`src/rtl/gumnut_pkg.sv`:
```
// rtl/gumnut_pkg.sv - shared widths, fetch FSM state type and timeout default
package gumnut_pkg;

  localparam int INST_W          = 18;
  localparam int ADDR_W          = 12;
  localparam int CNT_W           = 8;
  localparam int TIMEOUT_DEFAULT = 15;

  typedef enum logic {
    IDLE     = 1'b0,
    WAIT_ACK = 1'b1
  } fetch_state_t;

endpackage

```
`src/rtl/inst_fetch.sv`:
```
// rtl/inst_fetch.sv - instruction fetch unit: PC, bus fetch with timeout, instruction latch
module inst_fetch
  import gumnut_pkg::*;
#(
  parameter int TIMEOUT = TIMEOUT_DEFAULT
) (
  input  logic              clk_i,
  input  logic              rst_ni,
  input  logic              fetch_req_i,
  input  logic              pc_load_i,
  input  logic [ADDR_W-1:0] pc_load_val_i,
  output logic              inst_cyc_o,
  output logic              inst_stb_o,
  output logic [ADDR_W-1:0] inst_adr_o,
  input  logic              inst_ack_i,
  input  logic [INST_W-1:0] inst_dat_i,
  output logic [INST_W-1:0] inst_o,
  output logic              inst_valid_o,
  output logic [ADDR_W-1:0] pc_o,
  output logic              busy_o,
  output logic              fetch_err_o
);

  // Counter value seen during the last permitted WAIT_ACK cycle.
  localparam logic [CNT_W-1:0] CNT_LAST = CNT_W'(TIMEOUT - 1);

  fetch_state_t      state_q, state_d;
  logic [ADDR_W-1:0] pc_q, pc_d;
  logic [ADDR_W-1:0] adr_q, adr_d;
  logic [ADDR_W-1:0] pend_val_q, pend_val_d;
  logic              pend_q, pend_d;
  logic [INST_W-1:0] inst_q, inst_d;
  logic              valid_q, valid_d;
  logic              err_q, err_d;
  logic [CNT_W-1:0]  cnt_q, cnt_d;

  logic              timeout_hit;
  logic              take_load;
  logic [ADDR_W-1:0] load_val;

  assign timeout_hit = (cnt_q == CNT_LAST);
  // A load arriving in the completing cycle is newer than any pending one.
  assign take_load   = pc_load_i | pend_q;
  assign load_val    = pc_load_i ? pc_load_val_i : pend_val_q;

  // State register; reset abandons any outstanding fetch immediately.
  always_ff @(posedge clk_i or negedge rst_ni) begin
    if (!rst_ni) state_q <= IDLE;
    else         state_q <= state_d;
  end

  // Next state: start on request, finish on ack or timeout (ack has priority via datapath).
  always_comb begin
    state_d = state_q;
    case (state_q)
      IDLE:     if (fetch_req_i) state_d = WAIT_ACK;
      WAIT_ACK: if (inst_ack_i || timeout_hit) state_d = IDLE;
      default:  state_d = IDLE;
    endcase
  end

  // Datapath next-state: PC, fetch address, pending load, capture and pulses.
  always_comb begin
    pc_d       = pc_q;
    adr_d      = adr_q;
    pend_d     = pend_q;
    pend_val_d = pend_val_q;
    inst_d     = inst_q;
    cnt_d      = cnt_q;
    valid_d    = 1'b0;
    err_d      = 1'b0;
    case (state_q)
      IDLE: begin
        if (pc_load_i) pc_d = pc_load_val_i;
        if (fetch_req_i) begin
          adr_d = pc_load_i ? pc_load_val_i : pc_q;
          cnt_d = '0;
        end
      end
      WAIT_ACK: begin
        cnt_d = cnt_q + 1'b1;
        if (pc_load_i) begin
          pend_d     = 1'b1;
          pend_val_d = pc_load_val_i;
        end
        if (inst_ack_i) begin
          inst_d  = inst_dat_i;
          valid_d = 1'b1;
          pc_d    = take_load ? load_val : adr_q + 1'b1;
          pend_d  = 1'b0;
        end else if (timeout_hit) begin
          err_d  = 1'b1;
          pend_d = 1'b0;
          if (take_load) pc_d = load_val;
        end
      end
      default: ;
    endcase
  end

  // Datapath registers.
  always_ff @(posedge clk_i or negedge rst_ni) begin
    if (!rst_ni) begin
      pc_q       <= '0;
      adr_q      <= '0;
      pend_q     <= 1'b0;
      pend_val_q <= '0;
      inst_q     <= '0;
      cnt_q      <= '0;
      valid_q    <= 1'b0;
      err_q      <= 1'b0;
    end else begin
      pc_q       <= pc_d;
      adr_q      <= adr_d;
      pend_q     <= pend_d;
      pend_val_q <= pend_val_d;
      inst_q     <= inst_d;
      cnt_q      <= cnt_d;
      valid_q    <= valid_d;
      err_q      <= err_d;
    end
  end

  // Outputs: bus cycle follows the state directly so reset drops it asynchronously.
  always_comb begin
    inst_cyc_o   = (state_q == WAIT_ACK);
    inst_stb_o   = (state_q == WAIT_ACK);
    busy_o       = (state_q == WAIT_ACK);
    inst_adr_o   = adr_q;
    inst_o       = inst_q;
    inst_valid_o = valid_q;
    pc_o         = pc_q;
    fetch_err_o  = err_q;
  end

endmodule

```
`config.mk`:
```
export PLATFORM = sky130hd
export DESIGN_NAME = inst_fetch
export DESIGN_NICKNAME = d
export VERILOG_FILES = /design/src/rtl/gumnut_pkg.sv /design/src/rtl/inst_fetch.sv
export SDC_FILE = /design/constraint.sdc
export NUM_CORES = 1
export LEC_CHECK = 0
export ABC_AREA = 1
export CAP_MARGIN = 20
export CORE_MARGIN = 2
export CORE_UTILIZATION = 45
export CTS_BUF_LIST = sky130_fd_sc_hd__clkbuf_16
export DETAILED_ROUTE_END_ITERATION = 12
export HOLD_SLACK_MARGIN = 0.06
export PLACE_DENSITY_LB_ADDON = 0.2
export SYNTH_ARGS = -nofsm -noshare
export SYNTH_HDL_FRONTEND = slang
export SYNTH_SLANG_ARGS = --single-unit
```
`constraint.sdc`:
```
create_clock -name clk_i -period 1.3 [get_ports clk_i]
set_input_delay 0.26 -clock clk_i [delete_from_list [all_inputs] [get_ports clk_i]]
set_output_delay 0.26 -clock clk_i [all_outputs]
set_load 0.05 [all_outputs]
```
# Word level (Yosys, flattened, before mapping)
# Index checks and enable logic that the tools add are counted.
word_totals:
  regBits: 66
  input_bits: 35
classes:
  n_addsub: 2
  n_eq_ne: 4
  n_mux: 20
  n_bitwise: 2
  n_reduce_logical: 6
op_table:
  columns: ["op", "count"]
  rows:
  - ["$mux 12", 6]
  - ["$pmux 12 s2", 1]
  - ["$pmux 8 s2", 1]
  - ["$add 12x1->12 const B", 1]
  - ["$mux 1", 10]
  - ["$add 8x1->8 const B", 1]
  - ["$eq 8x4->1 const B", 1]
  - ["$mux 8", 1]
  - ["$reduce_and 2->1", 4]
  - ["$ne 3x2->1 const B", 2]
  - ["$reduce_bool 3->1", 1]
  - ["$ne 2x2->1 const B", 1]
  - ["$pmux 1 s2", 1]
  - ["$logic_or 1x1->1", 1]
  - ["$not 1->1", 1]
  - ["$or 1x1->1", 1]

# Longest topological paths before layout
depth:
  depth_word: 5
  mapped_depth: 9
  depth_no_buf: 9

# Worst setup path before layout
# Ideal clock, no wire load.
synth_path:
  kind: "reg-to-reg"
  start: "reg adr_q[1] (netlist: inst_adr_o[1])"
  end: "reg pc_q[10] (netlist: pc_o[10])"
  t_arrival_ns: 1.509
  setup_slack_ns: -0.328
  stages_incl_launch_ff: 9
  n_path_buf: 0
  cell_sequence: "dfrtp_1 > ha_1 > nand2_1 > nor2_1 > nand2_1 > nand2_1 > nand3_1 > nand2_1 > a21oi_2"
synth_between:
  elab_chain_cells: 4
synth_lines:
  columns: ["item", "line", "rtl"]
  rows:
  - ["start: declaration", "inst_fetch.sv:29", "logic [ADDR_W-1:0] adr_q, adr_d;"]
  - ["start signal: assignment", "inst_fetch.sv:114", "adr_q <= adr_d;"]
  - ["$add 12x1->12", "inst_fetch.sv:89", "pc_d = take_load ? load_val : adr_q + 1'b1;"]
  - ["$mux 12", "inst_fetch.sv:89", null]
  - ["$mux 12", "inst_fetch.sv:86", "if (inst_ack_i) begin"]
  - ["$pmux 12 s2", "inst_fetch.sv:72", "case (state_q)"]
  - ["end signal: assignment", "inst_fetch.sv:113", "pc_q <= pc_d;"]
  - ["end: declaration", "inst_fetch.sv:28", "logic [ADDR_W-1:0] pc_q, pc_d;"]
# Every way passes these cells.
# A chain may end at the register's enable or synchronous reset.

# Worst setup path in the final report
layout_path:
  start: "reg state_q (netlist: busy_o)"
  end: "reg pc_q[9] (netlist: pc_o[9])"
layout_between:
  elab_chain_cells: 2
layout_lines:
  columns: ["item", "line", "rtl"]
  rows:
  - ["start: declaration", "inst_fetch.sv:27", "fetch_state_t state_q, state_d;"]
  - ["start signal: assignment", "inst_fetch.sv:49", "else state_q <= state_d;"]
  - ["$ne 3x2->1 (no source line) / $not 1->1 (equally long branches)", null, null]
  - ["$reduce_and 2->1 (no source line) / $pmux 12 s2 (equally long branches)", null, null]
# Parallel ways exist; a longest one is shown, timed or not.

==> run_results.csv <==
group,metric,value,unit
status,status,"finished with violations",
status,violations,"negative setup slack",
sta,max_freq,736.4,MHz
logic_synthesis,synth_ff_type,"dfrtp_1",
logic_synthesis,synth_edf_count,0,
power_and_ir_drop,power_density,1858,mW/mm²
power_and_ir_drop,leakage,2.814,nW
global_routing,grt_start_max_net_pins,67,
logic_synthesis,yosys.area_share.simple,30.64,%
logic_synthesis,synth_top_cell_by_area,"dfrtp_1",
logic_synthesis,synth_area,0.003361,mm²
sta,max_slew_margin,76.22,%
finish,final_core_util,79.97,%
sta,worst_pin_slew,0.3567,ns
power_and_ir_drop,seq_power_share,29.4,%
critical_path,start_kind,"flip-flop",
logic_synthesis,synthArstFlopShare,100.0,%
placed_design,postPlaceCellArea,0.005080,mm²
sta,finalCritPeriodShare,104.5,%
logic_synthesis,synth_xor_xnor_area_share,0,%
clock_network,insertion_delay,0.34,ns
routing,drtAntennaViolNets,0,
floorplanning,die_h,90.42,µm
logic_synthesis,synth_fa_ha_area_share,1.117,%
sta,hold_viol,0,
placed_design,pre_cts_ws,-0.4745,ns
sta,finalMaxSlewViolations,0,
logic_synthesis,synth_top_family_by_area,"simple AND/OR/NAND/NOR gates",
global_routing,grt_pass1_wl,16.32,mm
hold_path,holdCritPathClass,"input port to flip-flop",
sta,finalSetupTns,-0.3985,ns
placed_design,dp_hpwl,6.948,mm
routing,wl_per_cell,15.82,µm
routing,num_vias,3640,
critical_path,worst_ep_arrival_time,1.62,ns
floorplanning,io_pins,82,
routing,wl_met2,5.366,mm
power_and_ir_drop,comb_power_share,48.3,%
routing,drt-met1-wl,4.218,mm
floorplanning,initial_utilization,46.33,%
logic_synthesis,synth_top_area_share,49.14,%
finish,final_cell_count_no_fill,682,
clock_network,clockBufferDepth,2,
logic_synthesis,ys_ff_latch,66,
clock_network,root_buffer,"clkbuf_16",
critical_path,cp_max_fo,6,
logic_synthesis,synth_warnings,0,
critical_path,cp.required,1.57,ns
routing,wirelength,10.79,mm
clock_network,cts_tree,"built",
sta,finalSetupViolations,15,
run,maxCapViolCount,0,
sta,whs,0.4155,ns
power_and_ir_drop,p_int,6.496,mW
power_and_ir_drop,power,10.78,mW
clock_network,htree_num_levels,3,
finish,fin_area,0.005801,mm²
placed_design,place.gp.congestion,0.9662,
logic_synthesis,muxShareOfSynthArea,0,%
finish,layout.nets,616,
routing,route.met3.wl,950,µm
clock_network,cts_buffers,9,
power_and_ir_drop,power.share.switching,39.71,%
floorplanning,core,0.007253,mm²
routing,drc,0,
global_routing,grt_pass1_vias,3397,
clock_network,cts_sinks,66,
logic_synthesis,ys_seq_area_share,49.14,%
logic_synthesis,synth_nets,475,
finish,nFillCells,451,
power_and_ir_drop,peakVddDrop,1.080,mV
global_routing,antenna_found_initial,0,
sta,fin_ws,-0.05800,ns
logic_synthesis,avgSynthCellArea,7.690,µm²
logic_synthesis,synth_cell_types,35,
power_and_ir_drop,p_clk_share,22.3,%
routing,top_layer_used,"met4",
finish,num_antenna_cells,0,
finish,drive_gt1_share,33.10,%
routing,first_pass_iters,5,
sta,fin_worst_skew,0.006170,ns
global_routing,track_usage,24.91,%
critical_path,path_class,"flip-flop to flip-flop",
logic_synthesis,yosys-top-cells-area,"dfrtp_1 49%, nand2_1 20%, o21ai_0 4.6%",
floorplanning,die_area,0.008176,mm²
logic_synthesis,synth_compound_area_share,11.28,%
sta,min_period,1.358,ns
logic_synthesis,synthCells,437,
floorplanning,core.rowCount,31,
clock_network,clk_pin_slew,0.06,ns
sta,rsz0062_at_grt,"yes",
placed_design,place_inst,647,
critical_path,endpoint_kind,"flip-flop",
routing,drt_iter0_markers,343,
global_routing,grt_overflow_total,0,
floorplanning,die_w,90.42,µm
power_and_ir_drop,p_sw,4.279,mW
routing,via_per_inst,5.337,
finish,area_delta_synth_final,72.60,%
placed_design,io_buffer_count,81,
[layer usage]
metal	GRT usage [%]	vias to the layer above
li1	-	1679
met1	31.26	1752
met2	40.79	183
met3	7.679	26
met4	8.974	0
met5	0	-
[synthesized netlist by cell type (4+ instances only)]
master / n
nand4_1: 6
a21oi_1: 18
o21ai_0: 31
dfrtp_1: 66
buf_2: 9
nor2_1: 26
nand2_2: 6
o21ai_2: 4
inv_1: 28
nand2_1: 178
nand3_1: 25
[power by group through the flow]
| stage | Clock, mW | Combinational (mW) | Sequential (mW) |
|---|---|---|---|
| 2_1_floorplan | 0 | 1.09 | 4.20 |
| 3_3_place_gp | 0 | 4.55 | 3.14 |
| 3_5_place_dp | 0 | 4.63 | 3.17 |
| 4_1_cts | 2.41 | 4.81 | 3.13 |
| 5_1_grt | 2.50 | 5.47 | 3.24 |
| 6_report | 2.41 | 5.20 | 3.17 |
[cells by family (layout without fill, tap and decap cells)]
family / after synthesis / after routing
compound gates: 67 / 67
fa+ha+maj: 3 / 3
buf+inv: 51 / 197
flops: 66 / 66
simple gates: 250 / 250
[critical path: stages (launching register included)]
cell     delay (ns)
dfrtp_2        0.43
buf_8          0.16
buf_12         0.14
buf_4          0.15
a21oi_1        0.22
nor2_4         0.07
a21oi_2        0.12
[worst paths after layout]
kind,start,endpoint,slack (ns),cells after the start
setup / recovery,busy_o,pc_o[9],-0.06,6
hold / removal,inst_ack_i,fetch_err_o,0.42,2
setup reg to reg,busy_o,pc_o[9],-0.06,6
hold reg to reg,pend_val_q[7],pend_val_q[7],0.50,2
max in group asynchronous,rst_ni,inst_adr_o[4],0.51,3
min in group asynchronous,rst_ni,inst_o[11],0.47,3
[final cells by class]
type / instances / area [µm²] / share of cell area [%]
inverter: 35 / 162.7 / 2.804
tap: 99 / 123.9 / 2.135
clock inverter: 7 / 70.07 / 1.208
clock buffer: 9 / 225.2 / 3.883
multi-input combinational: 320 / 1648 / 28.41
timing repair buffer: 145 / 1898 / 32.72
sequential: 66 / 1664 / 28.69
timing repair inverter: 1 / 8.758 / 0.1510
[state kept, by name, summed over array words and instances, names as in the netlist]
signal / count
busy_o: 1
pend_q: 1
inst_valid_o: 1
cnt_q: 8
inst_adr_o: 12
inst_o: 18
pend_val_q: 12
pc_o: 12
fetch_err_o: 1
[timing repair]
| action | CTS | global route |
|---|---|---|
| buffers inserted | 8 | 8 |
| pin swaps | 7 | 13 |
| gates cloned | 0 | 3 |
| resized for setup | 19 | 54 |
| hold buffers | 1 | 0 |
| setup endpoints to repair | 22 | 48 |
| hold endpoints to repair | 66 | 0 |
[cells in the final DEF, fill, tap and decap left out, types with 6 or more instances in the layout]
master and instances:
nor2_4 8, buf_12 51, dfrtp_2 10, clkdlybuf4s50_1 31, dfrtp_1 56, nand3_1 24
a21oi_1 14, nand2_1 169, buf_4 43, o21ai_1 8, buf_6 13, inv_1 24
o21ai_0 25, nand2_2 7, clkbuf_16 11, nand2_4 8, nand4_1 6, nor2_1 17
(Power assumes the default switching activity.)
